`src/rtl/clk_meas_pkg.sv`:
```
// Shared definitions for the clock frequency meter: FSM state encoding,
// default counter widths and the gate-length substitute used when a zero
// window length is programmed.
package clk_meas_pkg;

  typedef enum logic [1:0] {
    IDLE   = 2'd0,
    ARM    = 2'd1,
    COUNT  = 2'd2,
    REPORT = 2'd3
  } state_t;

  localparam int C_CNT_W_DEF = 32;
  localparam int C_ERR_W_DEF = 16;

  // A zero gate length would give an empty window; run the shortest real one.
  localparam int C_GATE_ZERO_SUB = 1;

endpackage

```
`src/rtl/clk_edge_sync.sv`:
```
// Two-flop synchronizer followed by a rising-edge detector for a slow
// asynchronous clock sampled as data. O_rise is a one-cycle pulse, valid
// two system-clock edges after the input rises.
module clk_edge_sync (
  input  logic I_sys_clk,
  input  logic I_rst_n,
  input  logic I_async,
  output logic O_rise
);

  logic sync1_reg;
  logic sync2_reg;
  logic prev_reg;

  // Resynchronize the input and keep its previous synchronized value
  always_ff @(posedge I_sys_clk or negedge I_rst_n) begin
    if (!I_rst_n) begin
      sync1_reg <= 1'b0;
      sync2_reg <= 1'b0;
      prev_reg  <= 1'b0;
    end else begin
      sync1_reg <= I_async;
      sync2_reg <= sync1_reg;
      prev_reg  <= sync2_reg;
    end
  end

  assign O_rise = sync2_reg & ~prev_reg;

endmodule

```
`src/rtl/clk_freq_meter.sv`:
```
// Gated frequency meter: counts rising edges of a sampled clock over a
// programmable window of system-clock cycles, range-checks each count and
// keeps a saturating count of failing windows.
// Optional feature macro: CLK_FREQ_METER_ERR_CNT_EN enables the error
// counter and I_clr_err; without it O_err_cnt is tied to zero.
module clk_freq_meter
  import clk_meas_pkg::*;
#(
  parameter int C_CNT_W = C_CNT_W_DEF,
  parameter int C_ERR_W = C_ERR_W_DEF
) (
  input  logic               I_sys_clk,
  input  logic               I_rst_n,
  input  logic               I_meas_clk,
  input  logic               I_meas_en,
  input  logic [C_CNT_W-1:0] I_gate_cycles,
  input  logic [C_CNT_W-1:0] I_exp_min,
  input  logic [C_CNT_W-1:0] I_exp_max,
  input  logic               I_clr_err,
  output logic [C_CNT_W-1:0] O_meas_cnt,
  output logic               O_meas_vld,
  output logic               O_freq_ok,
  output logic               O_clk_lost,
  output logic [C_ERR_W-1:0] O_err_cnt,
  output logic               O_busy
);

  state_t state_reg;
  state_t state_next;

  logic [C_CNT_W-1:0] gate_cnt_reg;
  logic [C_CNT_W-1:0] edge_cnt_reg;
  logic [C_CNT_W-1:0] edge_cnt_next;
  logic [C_CNT_W-1:0] min_reg;
  logic [C_CNT_W-1:0] max_reg;
  logic [C_CNT_W-1:0] meas_cnt_reg;
  logic               freq_ok_reg;
  logic               clk_lost_reg;
  logic               meas_rise;
  logic               window_done;
  logic               window_ok;
  logic               meas_vld;
  logic               busy;

  clk_edge_sync u_edge_sync (
    .I_sys_clk (I_sys_clk),
    .I_rst_n   (I_rst_n),
    .I_async   (I_meas_clk),
    .O_rise    (meas_rise)
  );

  // Edge count including an edge seen in the current cycle, saturating
  always_comb begin
    edge_cnt_next = edge_cnt_reg;
    if (meas_rise && (edge_cnt_reg != {C_CNT_W{1'b1}})) begin
      edge_cnt_next = edge_cnt_reg + C_CNT_W'(1);
    end
  end

  // The final COUNT cycle still counts its edge, so the result uses edge_cnt_next
  assign window_done = (state_reg == COUNT) && I_meas_en &&
                       (gate_cnt_reg == C_CNT_W'(1));
  assign window_ok   = (edge_cnt_next >= min_reg) && (edge_cnt_next <= max_reg);

  // FSM state register
  always_ff @(posedge I_sys_clk or negedge I_rst_n) begin
    if (!I_rst_n) begin
      state_reg <= IDLE;
    end else begin
      state_reg <= state_next;
    end
  end

  // FSM next-state logic; dropping the enable aborts any window in flight
  always_comb begin
    state_next = state_reg;
    case (state_reg)
      IDLE:    if (I_meas_en) state_next = ARM;
      ARM:     state_next = I_meas_en ? COUNT : IDLE;
      COUNT: begin
        if (!I_meas_en) begin
          state_next = IDLE;
        end else if (gate_cnt_reg == C_CNT_W'(1)) begin
          state_next = REPORT;
        end
      end
      REPORT:  state_next = I_meas_en ? ARM : IDLE;
      default: state_next = IDLE;
    endcase
  end

  // FSM outputs
  always_comb begin
    meas_vld = (state_reg == REPORT);
    busy     = (state_reg != IDLE);
  end

  // Window datapath: latch settings in ARM, then gate down and count edges
  always_ff @(posedge I_sys_clk or negedge I_rst_n) begin
    if (!I_rst_n) begin
      gate_cnt_reg <= '0;
      edge_cnt_reg <= '0;
      min_reg      <= '0;
      max_reg      <= '0;
    end else begin
      case (state_reg)
        ARM: begin
          gate_cnt_reg <= (I_gate_cycles == '0) ? C_CNT_W'(C_GATE_ZERO_SUB)
                                                : I_gate_cycles;
          min_reg      <= I_exp_min;
          max_reg      <= I_exp_max;
          edge_cnt_reg <= '0;
        end
        COUNT: begin
          gate_cnt_reg <= gate_cnt_reg - C_CNT_W'(1);
          edge_cnt_reg <= edge_cnt_next;
        end
        default: ;
      endcase
    end
  end

  // Result registers change only on the edge entering REPORT
  always_ff @(posedge I_sys_clk or negedge I_rst_n) begin
    if (!I_rst_n) begin
      meas_cnt_reg <= '0;
      freq_ok_reg  <= 1'b0;
      clk_lost_reg <= 1'b0;
    end else if (window_done) begin
      meas_cnt_reg <= edge_cnt_next;
      freq_ok_reg  <= window_ok;
      clk_lost_reg <= (edge_cnt_next == '0);
    end
  end

`ifdef CLK_FREQ_METER_ERR_CNT_EN
  logic [C_ERR_W-1:0] err_cnt_reg;

  // Saturating failing-window counter; a clear request beats an increment
  always_ff @(posedge I_sys_clk or negedge I_rst_n) begin
    if (!I_rst_n) begin
      err_cnt_reg <= '0;
    end else if (I_clr_err) begin
      err_cnt_reg <= '0;
    end else if (window_done && !window_ok &&
                 (err_cnt_reg != {C_ERR_W{1'b1}})) begin
      err_cnt_reg <= err_cnt_reg + C_ERR_W'(1);
    end
  end

  assign O_err_cnt = err_cnt_reg;
`else
  logic unused_clr_err;
  assign unused_clr_err = I_clr_err;
  assign O_err_cnt      = '0;
`endif

  assign O_meas_cnt = meas_cnt_reg;
  assign O_meas_vld = meas_vld;
  assign O_freq_ok  = freq_ok_reg;
  assign O_clk_lost = clk_lost_reg;
  assign O_busy     = busy;

endmodule
```
`config.mk`:
```
export PLATFORM = sky130hd
export DESIGN_NAME = clk_freq_meter
export DESIGN_NICKNAME = d
export VERILOG_FILES = /design/src/rtl/clk_meas_pkg.sv /design/src/rtl/clk_edge_sync.sv /design/src/rtl/clk_freq_meter.sv
export SDC_FILE = /design/constraint.sdc
export NUM_CORES = 1
export LEC_CHECK = 0
export BUFFER_PORTS_ARGS = -buffer_cell sky130_fd_sc_hd__buf_4
export CORE_MARGIN = 4
export CORE_UTILIZATION = 57
export CTS_CLUSTER_DIAMETER = 80
export DETAILED_ROUTE_END_ITERATION = 7
export PLACE_DENSITY = 0.8
export RECOVER_POWER = 25
export SLEW_MARGIN = 20
export SYNTH_ARGS = -nofsm -noshare
export SYNTH_HDL_FRONTEND = slang
export SYNTH_SLANG_ARGS = --single-unit
```
`constraint.sdc`:
```
create_clock -name I_sys_clk -period 4.4 [get_ports I_sys_clk]
set_clock_uncertainty 0.1 [all_clocks]
set_input_delay 0.88 -clock I_sys_clk [delete_from_list [all_inputs] [get_ports I_sys_clk]]
set_output_delay 0.88 -clock I_sys_clk [all_outputs]
set_load 0.01 [all_outputs]
```
---- Word level (Yosys, flattened, before mapping) ----
Index checks and enable logic that the tools add are counted.
W data, S select, Z words.
storage, ports and cells
  register bits after elaboration ......... 167
  bits of input ports ..................... 101
  output and inout port bits .............. 52
  word-level logic and storage cells ...... 44
cells by class
  $add $sub $neg .......................... 2
  magnitude comparators ................... 2
  equal/unequal tests ..................... 7
  multiplexer cells ....................... 10
  bitwise logic cells ..................... 2
  reductions and logical operators ........ 10
operators by type and width
  cell                     number
  $pmux W32 S2             2
  $logic_not A32 Y1        2
  $mux W32                 2
  $add A32 B1 Y32 const B  1
  $eq A32 B1 Y1 const B    1
  $ge A32 B32 Y1           1
  $le A32 B32 Y1           1
  $ne A32 B32 Y1 const B   1
  $sub A32 B1 Y32 const B  1
  $mux W2                  4
  $pmux W2 S4              1
  $eq A2 B2 Y1 const B     2
  $logic_and A1 B1 Y1      4
  $reduce_bool A2 Y1       2
  $ne A3 B2 Y1 const B     1
  $eq A2 B1 Y1 const B     1
  $logic_not A2 Y1         1
  $ne A2 B2 Y1 const B     1
  $reduce_and A2 Y1        1
  $and A1 B1 Y1            1
  $mux W1                  1
  $not A1 Y1               1

---- Logic depth before layout (Yosys ltp) ----
  depth in word-level cells ............... 6
  mapped depth ............................ 17
  mapped depth without buffers ............ 16

---- Cells and area by module ----
Synthesis repeated with hierarchy kept, for this count alone.
unflattened totals
  cell total of the unflattened synthesis .. 1,121
  area total of the unflattened synthesis .. 9,858.2 sq um
modules (own cells, without submodules)
  module          times used  cells each  area each (sq um)  sequential area each (sq um)
  clk_freq_meter  1           1,117       9,769.4            4,103.9
  clk_edge_sync   1           4           88.8               75.1

---- Worst setup path before layout ----
OpenSTA, ideal clock, no wires.
  kind .................................... register -> register
  start point ............................. register edge_cnt_reg[10]
  end point ............................... register freq_ok_reg, in the netlist O_freq_ok
  library setup time ...................... 0.136 ns
  arrival ................................. 3.749 ns
  data required time ...................... 4.164 ns
  setup slack ............................. 0.414 ns
  cell stages (with the launch flop) ...... 16
  buffers on the path ..................... 0
  clock period less this slack ............ 3.986 ns
  path through ............................ dfrtp_1 nand4_1 nor4_1 a31oi_1 and3_1 xnor2_1 inv_1 ha_1 a21o_1 a21o_1 a211o_1 o211ai_1 a21oi_1 or3_1 a311oi_1 o31ai_1
between the ends
  word-level cells in the longest chain between the ends .. 5
  elaborated cells on any way between the ends .. 7
  those cells by class .................... 1 x add/sub; 2 x order compare; 1 x eq/ne; 1 x mux; 2 x reduce/logical
RTL lines
  element                                                                  line                   text
  from (decl)                                                              clk_freq_meter.sv:32   logic [C_CNT_W-1:0] edge_cnt_reg;
  from (signal assigned)                                                   clk_freq_meter.sv:116  edge_cnt_reg <= edge_cnt_next;
  parallel branches: the longest is 2 deep, another holds $add A32 B1 Y32  --
  $mux W32 (*)                                                             clk_freq_meter.sv:55   if (meas_rise && (edge_cnt_reg != {C_CNT_W{1'b1}})) begin
  net edge_cnt_next[17]                                                    clk_freq_meter.sv:33   logic [C_CNT_W-1:0] edge_cnt_next;
  $ge A32 B32 Y1 / $le A32 B32 Y1 (equally long branches)                  clk_freq_meter.sv:63   assign window_ok = (edge_cnt_next >= min_reg) && (edge_cnt_next <= max_reg);
  $logic_and A1 B1 Y1 (*)                                                  clk_freq_meter.sv:63
  to (signal assigned)                                                     clk_freq_meter.sv:131  freq_ok_reg <= window_ok;
  to (decl)                                                                clk_freq_meter.sv:37   logic freq_ok_reg;
Mark *: on every way through the listed nets, which the timed path passes.
A chain may end at the register's enable or synchronous reset.

---- Worst setup path after layout ----
  start point ............................. register edge_cnt_reg[8]
  end point ............................... register freq_ok_reg, in the netlist O_freq_ok
between the ends
  word-level cells in the longest chain between the ends .. 5
  elaborated cells on any way between the ends .. 7
  those cells by class .................... 1 x add/sub; 2 x order compare; 1 x eq/ne; 1 x mux; 2 x reduce/logical
RTL lines
  element                                                  line
  $ne A32 B32 Y1 (*)                                       clk_freq_meter.sv:55
  $logic_and A1 B1 Y1 (*)                                  clk_freq_meter.sv:55
  $mux W32 (*)                                             clk_freq_meter.sv:55
  net edge_cnt_next[1]                                     clk_freq_meter.sv:33
  $ge A32 B32 Y1 / $le A32 B32 Y1 (equally long branches)  clk_freq_meter.sv:63
  $logic_and A1 B1 Y1 (*)                                  clk_freq_meter.sv:63
Mark *: on every way through the listed nets, which the timed path passes. The rest lies on a longest branch.

==> results.cfg <==
[yosys]
synth_most_common_cell = dfrtp_1
synth_top_cell_area_share_pct = 42.7
avgSynthCellArea_um2 = 8.76
synth_edf_count = 0
ys_types = 63
synth_largest_area_cell = dfrtp_1
synthArstFlopShare_pct = 100
synthFlopType = dfrtp_1
ys_seq_area_share_pct = 42.7
syn_inst = 1118
yosys-top-cells-area = dfrtp_1 43%, ha_1 9.1%, o21ai_0 6.4%
ys_top_cells_by_count = 167 x dfrtp_1, 150 x nand2_1, 126 x o21ai_0
synth-seq-cells = 167
syn_area_um2 = 9790
yosys_warnings = 0

[final_layout]
final_cells = 1498
fillers = 1348
final_layout_size_suffix_gt1_share_pct = 19.0
fin_nets = 1437
n_antenna_cell = 0
area_growth_pct = 21.0

[grt]
grt_max_degree = 95
overflow = 0
grt_pass1_vias = 8536
grt.total_usage_pct = 27.1
antenna_found_initial = 0
grt_pass1_wl_um = 43000

[detailed_routing]
ant_nets = 0
remaining_drc_errors = 0
via_per_inst = 5.83
drtPass1Iterations = 7
avgRoutedWirePerCell_um = 17.3
drt_iter0_drc = 797
drt-total-wl_um = 26000
vias = 8740

[setup_path]
arrival_ns = 4.42
cp-end-kind = flop
crit_required_ns = 4.61
crit_path_start_kind = flop
path_max_fanout = 8
critPathKind = reg2reg

[timing]
setup_tns_ns = 0
slew_viol_final = 94
fmax_ghz = 0.238
setup_violations = 0
maxSlewHeadroom_pct = -60.3
worst_pin_slew_ns = 2.40
hold_viol = 0
min_period_over_period_pct = 95.6
rsz0062_at_grt = false
period_minus_slack_ns = 4.21

[floorplanning]
die_width_um = 139
start_util_pct = 58.6
die_y_um = 139
ios = 153
fp-row-count = 47
die_area_um2 = 19300
core_um2 = 16700

[clocking]
root_buffer = clkbuf_16
clk_pin_slew_worst_paths_ns = 0.07
cts_max_level = 4
clock-sinks = 167
clock_latency_ns = 0.43
clock_path_buffers = 2
cts_inserted_buffers = 17
cts_tree = built

[pwr]
power.leakage_nw = 5.88
power.density_nw_per_um2 = 509
peakVddDrop_uv = 436

[worst_hold_path]
holdCritPathClass = reg2reg

[place]
placed_cells = 1464
numPortBuffers = 135
dpl.hpwl_um = 18800
gp_congestion = 0.947

[job]
maxCapViolCount = 1

[status]
status = finished, violations left
violations = max-capacitance violations, max-slew violations
## routing by layer
metal	vias to the layer above	wire length, µm	global-route usage [%]
li1	4192	-	-
met1	4177	11400	37.6
met2	320	12500	43.6
met3	51	1540	4.31
met4	0	580	8.91
met5	-	0	0
## critical path, cell delays in order, from the launching register on
cell,delay [ns]
dfrtp_1,0.46
nand2_1,0.19
or4_4,0.62
o31ai_4,0.34
buf_4,0.25
mux2i_1,0.31
inv_1,0.13
ha_1,0.30
a21o_1,0.16
a21o_1,0.18
a21oi_1,0.16
o211ai_1,0.14
a211o_1,0.32
a311oi_1,0.31
o31ai_1,0.11
## final timing paths
path / from / slack [ns] / endpoint / depth (start not counted)
max: edge_cnt_reg[8] / 0.19 / O_freq_ok / 14
min: u_edge_sync.sync1_reg / 0.27 / u_edge_sync.sync2_reg / 0
max in group asynchronous: I_rst_n / 1.71 / edge_cnt_reg[8] / 1
min reg2reg: u_edge_sync.sync1_reg / 0.27 / u_edge_sync.sync2_reg / 0
max reg2reg: edge_cnt_reg[8] / 0.19 / O_freq_ok / 14
min in group asynchronous: I_rst_n / 1.07 / max_reg[20] / 1
## power by group
group | total [mW] | internal, mW | switching [mW]
logic | 2.15 | 0.769 | 1.38
clock network | 1.60 | 0.979 | 0.626
registers | 2.28 | 2.00 | 0.284
## final cells by class
class	instances	area, µm²	share of cell area (%)
timing repair buffer	181	1370	11.5
tap	220	275	2.32
clock inverter	12	174	1.47
clock buffer	20	457	3.85
inverter	118	443	3.74
sequential	167	4180	35.3
multi-input combinational	780	4960	41.8
## per-stage QoR
step | utilization (%) | total power, mW | hold slack [ns] | setup WS, ns | cell area [µm²]
finish | 71.0 | 6.03 | 0.273 | 0.192 | 11900
global route | 71.0 | 6.49 | 0.282 | 0.00479 | 11900
CTS | 70.7 | 6.05 | 0.273 | 0.131 | 11800
detailed placement | 66.9 | 4.43 | 0.255 | 0.161 | 11200
global placement | 66.9 | 4.32 | 0.261 | 0.260 | 11200
floorplan | - | 3.84 | 0.231 | 0.414 | 9850
## timing repair
action / in CTS / in global routing
hold buffers: 0 / 0
buffers inserted: 0 / 2
setup endpoints to repair: 0 / 1
gates resized for setup: 0 / 6
## cells by family after synthesis
| logic type | after synthesis | share of synthesized area [%] |
|---|---|---|
| mux | 29 | 3.09 |
| fa+ha+maj | 71 | 9.07 |
| simple gates | 346 | 17.2 |
| xor+xnor | 27 | 2.49 |
| compound gates | 291 | 17.6 |
| buf+inv | 186 | 7.86 |
| other cells | 1 | 0.0383 |
| flops | 167 | 42.7 |
## cell usage in the layout (no fill, tap or decap), types with 3 or more instances in the layout
cell / n
clkbuf_16: 17
nand2_1: 149
or3_1: 9
ha_1: 69
nand3_1: 29
o31ai_1: 7
inv_1: 117
o21ai_0: 126
a31oi_1: 3
nor2_1: 41
a21o_1: 24
nand4_1: 30
nor3_1: 17
or2_2: 3
dfrtp_1: 167
nor4_1: 23
o2111ai_1: 3
and3_1: 5
nor2b_1: 8
mux2_2: 10
bufinv_16: 4
xnor2_1: 24
nor4_2: 4
o211ai_1: 3
mux2i_1: 19
a211o_1: 4
nor3b_1: 4
or4_1: 3
a211oi_1: 3
a21oi_1: 50
clkinvlp_4: 4
conb_1: 16
buf_4: 178
clkinv_2: 3
nand2b_1: 4
o22ai_1: 52
(Power assumes the default switching activity.)
